**config.mk**
```make
export PLATFORM = sky130hd
export DESIGN_NAME = float_mult
export DESIGN_NICKNAME = d
export VERILOG_FILES = /design/src/rtl/float_pkg.sv /design/src/rtl/float_mult_round.sv /design/src/rtl/float_mult.sv
export SDC_FILE = /design/constraint.sdc
export NUM_CORES = 2
export LEC_CHECK = 0
export BUFFER_PORTS_ARGS = -buffer_cell sky130_fd_sc_hd__buf_2
export CAP_MARGIN = 5
export CORE_ASPECT_RATIO = 0.8
export CORE_UTILIZATION = 45
export CTS_CLUSTER_DIAMETER = 50
export DETAILED_ROUTE_END_ITERATION = 8
export PLACE_DENSITY_LB_ADDON = 0.2
export REMOVE_ABC_BUFFERS = 1
export SLEW_MARGIN = 0
export SYNTH_ARGS = -nofsm -noshare
export SYNTH_HDL_FRONTEND = slang
export SYNTH_SLANG_ARGS = --single-unit
```
**constraint.sdc**
```tcl
create_clock -name clk -period 19 [get_ports clk]
set_clock_uncertainty 0.15 [all_clocks]
set_input_delay 3.8 -clock clk [delete_from_list [all_inputs] [get_ports clk]]
set_output_delay 3.8 -clock clk [all_outputs]
set_load 0.01 [all_outputs]
```
**src/rtl/float_pkg.sv**
```systemverilog
// Shared binary32 definitions for the float_mult pipeline: field widths,
// special encodings, the field-level struct and operand classification.
package float_pkg;

   localparam int FP_W     = 32;
   localparam int EXP_W    = 8;
   localparam int FRAC_W   = 23;
   localparam int EXP_BIAS = 127;

   localparam logic [FP_W-1:0] FP_QNAN     = 32'h7FC0_0000;
   localparam logic [FP_W-1:0] FP_POS_ZERO = 32'h0000_0000;

   typedef struct packed {
      logic              sign;
      logic [EXP_W-1:0]  exp;
      logic [FRAC_W-1:0] frac;
   } fp32_t;

   typedef enum logic [1:0] {
      FP_ZERO = 2'd0,
      FP_NORM = 2'd1,
      FP_INF  = 2'd2,
      FP_NAN  = 2'd3
   } fp_class_t;

   // Subnormals classify as zero so they are flushed on entry.
   function automatic fp_class_t fp_classify(input fp32_t f);
      fp_class_t c;
      if (f.exp == '0)
         c = FP_ZERO;
      else if (f.exp == '1)
         c = (f.frac == '0) ? FP_INF : FP_NAN;
      else
         c = FP_NORM;
      return c;
   endfunction

endpackage

```
**src/rtl/float_mult_round.sv**
```systemverilog
// Combinational stage 2: normalize, round (truncate, or RNE with FLOAT_MULT_ROUND_NEAREST_EN),
// range-check and pack; special-operand classes override the arithmetic result.
module float_mult_round
   import float_pkg::*;
(
   input  logic               i_sign,
   input  logic signed [9:0]  i_exp,
   input  logic [47:0]        i_mant,
   input  fp_class_t          i_cls_a,
   input  fp_class_t          i_cls_b,
   output logic [FP_W-1:0]    o_result
);

   logic                w_norm;
   logic [FRAC_W-1:0]   w_frac;
   logic signed [9:0]   w_exp_n;
   logic [FRAC_W-1:0]   w_frac_r;
   logic signed [9:0]   w_exp_r;

   assign w_norm  = i_mant[47];
   assign w_frac  = w_norm ? i_mant[46:24] : i_mant[45:23];
   assign w_exp_n = w_norm ? (i_exp + 10'sd1) : i_exp;

`ifdef FLOAT_MULT_ROUND_NEAREST_EN
   logic          w_guard;
   logic          w_sticky;
   logic          w_rnd_up;
   logic [23:0]   w_frac_sum;

   assign w_guard    = w_norm ? i_mant[23] : i_mant[22];
   assign w_sticky   = w_norm ? (|i_mant[22:0]) : (|i_mant[21:0]);
   // Ties go to the even mantissa: round up only when the kept LSB is 1.
   assign w_rnd_up   = w_guard & (w_sticky | w_frac[0]);
   assign w_frac_sum = {1'b0, w_frac} + {23'd0, w_rnd_up};
   assign w_frac_r   = w_frac_sum[23] ? '0 : w_frac_sum[22:0];
   assign w_exp_r    = w_frac_sum[23] ? (w_exp_n + 10'sd1) : w_exp_n;
`else
   logic w_unused_dropped;

   assign w_unused_dropped = ^i_mant[22:0];
   assign w_frac_r         = w_frac;
   assign w_exp_r          = w_exp_n;
`endif

   always_comb begin
      o_result = FP_POS_ZERO;
      if ((i_cls_a == FP_NAN) || (i_cls_b == FP_NAN) ||
          ((i_cls_a == FP_INF) && (i_cls_b == FP_ZERO)) ||
          ((i_cls_a == FP_ZERO) && (i_cls_b == FP_INF)))
         o_result = FP_QNAN;
      else if ((i_cls_a == FP_INF) || (i_cls_b == FP_INF))
         o_result = {i_sign, 8'hFF, 23'd0};
      else if ((i_cls_a == FP_ZERO) || (i_cls_b == FP_ZERO))
         o_result = FP_POS_ZERO;
      else if (w_exp_r >= 10'sd255)
         o_result = {i_sign, 8'hFF, 23'd0};
      else if (w_exp_r <= 10'sd0)
         o_result = FP_POS_ZERO;
      else
         o_result = {i_sign, w_exp_r[7:0], w_frac_r};
   end

endmodule

```
**src/rtl/float_mult.sv**
```systemverilog
// Pipelined binary32 multiplier: operand capture, stage 1 (sign/exponent/mantissa product), stage 2
// (normalize/round/pack); product appears 2 edges after capture, no backpressure. Option: FLOAT_MULT_ROUND_NEAREST_EN.
module float_mult
   import float_pkg::*;
(
   input  logic             clk,
   input  logic             reset,
   input  logic             in_valid,
   input  logic [FP_W-1:0]  floatA,
   input  logic [FP_W-1:0]  floatB,
   output logic             out_valid,
   output logic [FP_W-1:0]  product
);

   logic               r_in_vld;
   fp32_t              r_a;
   fp32_t              r_b;

   logic               r_s1_vld;
   logic               r_s1_sign;
   logic signed [9:0]  r_s1_exp;
   logic [47:0]        r_s1_mant;
   fp_class_t          r_s1_cls_a;
   fp_class_t          r_s1_cls_b;

   logic               r_out_vld;
   logic [FP_W-1:0]    r_product;

   logic signed [9:0]  w_exp_sum;
   logic [47:0]        w_mant_prod;
   logic [FP_W-1:0]    w_result;

   assign w_exp_sum   = $signed({2'b00, r_a.exp}) + $signed({2'b00, r_b.exp}) - 10'sd127;
   assign w_mant_prod = 48'({1'b1, r_a.frac}) * 48'({1'b1, r_b.frac});

   always_ff @(posedge clk) begin
      if (reset) begin
         r_in_vld   <= 1'b0;
         r_a        <= '0;
         r_b        <= '0;
         r_s1_vld   <= 1'b0;
         r_s1_sign  <= 1'b0;
         r_s1_exp   <= '0;
         r_s1_mant  <= '0;
         r_s1_cls_a <= FP_ZERO;
         r_s1_cls_b <= FP_ZERO;
         r_out_vld  <= 1'b0;
         r_product  <= '0;
      end else begin
         r_in_vld <= in_valid;
         if (in_valid) begin
            r_a <= floatA;
            r_b <= floatB;
         end

         r_s1_vld <= r_in_vld;
         if (r_in_vld) begin
            r_s1_sign  <= r_a.sign ^ r_b.sign;
            r_s1_exp   <= w_exp_sum;
            r_s1_mant  <= w_mant_prod;
            r_s1_cls_a <= fp_classify(r_a);
            r_s1_cls_b <= fp_classify(r_b);
         end

         // Product is held through bubbles; only out_valid marks it fresh.
         r_out_vld <= r_s1_vld;
         if (r_s1_vld)
            r_product <= w_result;
      end
   end

   float_mult_round u_round (
      .i_sign   (r_s1_sign),
      .i_exp    (r_s1_exp),
      .i_mant   (r_s1_mant),
      .i_cls_a  (r_s1_cls_a),
      .i_cls_b  (r_s1_cls_b),
      .o_result (w_result)
   );

   assign out_valid = r_out_vld;
   assign product   = r_product;

endmodule

```
==> impl_metrics.py <==
metrics = {
    "outcome": {
        "outcome": "finished, violations left",
        "violations": "design-rule violations",
    },
    "critical_path": {
        "cp_max_fo": 18,
        "worst-r2r-setup-slack_ps": 10590,
        "rr_worst_depth": 24,
        "cp-end-kind": "flop",
        "r2r-end": "r_s1_mant[46]$_SDFFE_PP0P_",
        "cp_num_buf_inv": 7,
        "r2r-start": "r_b[8]$_SDFFE_PP0P_",
        "cp-start-kind": "flop",
        "critPathSlowestCell": "dfxtp_1",
        "cp.required_ps": 19190,
        "cp_common_cell": "fa_1",
        "critPathKind": "flop to flop",
        "critPathCapture": "r_s1_mant[46]$_SDFFE_PP0P_",
        "crit_cells": 24,
        "crit_chain": "clkinv_1, nor2_1, fa_1, fa_1, inv_1, fa_1, inv_1, fa_1, inv_1, fa_1, inv_1, fa_1, inv_1, fa_1, inv_1, ha_1, a21oi_1, o21ai_0, a32oi_1, a31oi_1, o2111ai_1, a311oi_2, or4_1, a32o_1",
        "critPathMaxStageDelay_ps": 770,
        "arrival_ps": 8600,
        "path_delay_family": "adder cells",
        "cp-startpoint": "r_b[8]$_SDFFE_PP0P_",
    },
    "hold_path": {
        "hold_class": "flop to flop",
    },
    "die": {
        "core_sq_um": 52600,
        "io_pins": 100,
        "die_w_microns": 261,
        "start_util_pct": 45.8,
        "die_area_sq_um": 54500,
        "row_count": 75,
        "die_h_microns": 209,
    },
    "clock_network": {
        "h-tree-depth": 4,
        "cts_tree": "done",
        "cts_root_buf": "clkbuf_16",
        "clock_latency_ps": 460,
        "holdBufCountCts": 0,
        "cts.sinks": 139,
        "post_cts_resized": 0,
        "cts_setup_buffers": 0,
        "clockBufferDepth": 2,
        "clk_pin_slew_ps": 70,
        "cts_made_buffers": 17,
    },
    "timing": {
        "rsz0062_at_grt": "false",
        "tightestPinTransition_ps": 1110,
        "period_share_pct": 44.3,
        "fin_setup_tns_ps": 0,
        "slew_viol_final": 0,
        "setup_viol": 0,
        "final_hold_viol_count": 0,
        "whs_ps": 298,
        "fin_crit_ps": 8410,
        "maxSlewHeadroom_pct": 25.7,
        "max_freq_mhz": 119,
    },
    "route": {
        "wire_per_inst_microns": 21.6,
        "viasPerCell": 5.45,
        "drtAntennaViolNets": 0,
        "via_count": 18700,
        "totalWireLength_mm": 74.0,
        "dr.pass1.iters": 8,
        "drcViolationCount": 2,
        "drt_iter0_drc": 1431,
    },
    "global_routing": {
        "grt_pass1_vias": 19700,
        "grt_max_degree": 53,
        "grt_pass1_wl_mm": 116,
        "antenna_found_initial": 2,
        "grt_use_total_pct": 28.4,
        "grt_overflow": 0,
    },
    "synth": {
        "synth_warnings": 0,
        "synth-main-ff-cell": "dfxtp_1",
        "synth_edf_count": 0,
        "yosys.area.top_type": "fa_1",
        "syn_area_sq_um": 24100,
        "avgSynthCellArea_sq_um": 8.93,
        "synth_top_family_by_area": "adder cells",
        "synth_seq_area_share_pct": 11.5,
        "synth.most_common_cell": "inv_1",
        "syn_inst": 2698,
        "async_reset_ff_share_pct": 0,
        "ys_types": 70,
        "synth_compound_area_share_pct": 5.39,
        "synth_area_leaders": "fa_1 40%, dfxtp_1 12%, ha_1 9.6%",
        "synth_xor_area_share_pct": 1.20,
        "synth_fa_ha_area_share_pct": 49.6,
        "yosysTopAreaCellShare_pct": 40.0,
        "yosys.area_share.simple_pct": 16.8,
        "ys_ff_latch": 139,
        "yosys-top-cells-count": "583 x inv_1, 482 x fa_1, 337 x nand2_1",
        "synth_mux_area_share_pct": 3.99,
    },
    "placed_design": {
        "placed_cell_area_sq_um": 25300,
        "dp_hpwl_mm": 56.3,
        "place.gp.congestion": 0.970,
        "io_buffers": 99,
        "place_inst": 3395,
    },
    "final_layout": {
        "nets": 3456,
        "drive_gt1_share_pct": 7.06,
        "finish.instance_area_sq_um": 25900,
        "final_cells": 3428,
        "syn_to_final_growth_pct": 7.42,
    },
    "pwr": {
        "power.leakage_nw": 12.8,
        "irDropWorstVdd_v": 0.0000646,
        "power.density_nw_per_um2": 54.3,
    },
    "run": {
        "cap_violations": 0,
    },
}
[cells in the final DEF (no fill, tap or decap), types with 10 or more instances in the layout]
cell type / synthesis / final
and2_1: 246 / 246
dfxtp_1: 139 / 139
mux2i_1: 96 / 96
fa_1: 482 / 482
buf_2: 6 / 97
a21o_1: 17 / 17
nor4_1: 17 / 17
a21oi_1: 44 / 44
nand4_1: 17 / 17
nand3_1: 12 / 12
and3_1: 10 / 10
nand2_1: 337 / 337
ha_1: 185 / 185
xor2_1: 16 / 16
clkbuf_16: 0 / 17
a211oi_1: 16 / 16
inv_1: 583 / 583
buf_4: 1 / 52
nor2_1: 147 / 146
xnor2_1: 17 / 17
o21ai_0: 57 / 57
[layout make-up]
cell class                      count  area, sq um
Multi-Input combinational cell   1829        18600
Fill cell                        5008        26800
Sequential cell                   139         2780
Tap cell                          693          867
Antenna cell                        1         2.50
Clock buffer                       17          425
Timing Repair Buffer              150          891
Clock inverter                     14          171
Inverter                          585         2200
[where the power goes]
| group | leakage, nW | internal [mW] | switching, mW | total (mW) |
|---|---|---|---|---|
| logic | 11.4 | 0.264 | 0.442 | 0.706 |
| clock network | 0.291 | 0.207 | 0.154 | 0.361 |
| registers | 1.14 | 0.313 | 0.0275 | 0.340 |
[logic make-up after synthesis]
logic type	count (synthesis)
simple gates	834
buf+inv	730
fa+ha+maj	667
compound gates	199
flops	139
mux	96
xor+xnor	33
[layer usage]
metal	GRT usage [%]	vias to the layer above	routed length [microns]
li1	-	8181	-
met1	40.8	9526	32300
met4	7.82	0	2010
met3	6.50	142	7060
met5	0	-	0
met2	42.6	824	32600
[flip-flops by register name, indices dropped and copies added, names as in the netlist]
name / flops
r_s1_cls_b: 2
r_b: 32
r_s1_mant: 25
r_s1_sign: 1
r_s1_cls_a: 2
r_in_vld: 1
out_valid: 1
r_s1_exp: 10
product: 32
r_s1_vld: 1
r_a: 32
[how the worst min path moves through the flow]
stage	from	to	slack, ps	cells past startpoint
final	product[19]$_SDFFE_PP0P_	product[19]$_SDFFE_PP0P_	300	2
after detailed placement	product[19]$_SDFFE_PP0P_	product[19]$_SDFFE_PP0P_	290	2
after global routing	product[11]$_SDFFE_PP0P_	product[11]$_SDFFE_PP0P_	330	2
after global placement	product[13]$_SDFFE_PP0P_	product[13]$_SDFFE_PP0P_	290	2
after CTS	product[19]$_SDFFE_PP0P_	product[19]$_SDFFE_PP0P_	300	2
after floorplan	r_s1_mant[23]$_SDFFE_PP0P_	r_s1_mant[23]$_SDFFE_PP0P_	270	2
[worst min-delay path: stages, from the launching register on]
cell,delay [ps]
dfxtp_1,320
nand2_1,40
o21ai_0,50
[stage by stage]
stage	utilization [%]	setup WS, ps	power [mW]
2_1_floorplan	-	12020	0.805
3_3_place_gp	48.0	10910	1.03
3_5_place_dp	48.0	10830	1.04
4_1_cts	49.1	10800	1.41
5_1_grt	49.2	10280	1.50
6_report	49.2	10590	1.41
Note: power is estimated with default switching activity, not from simulation.
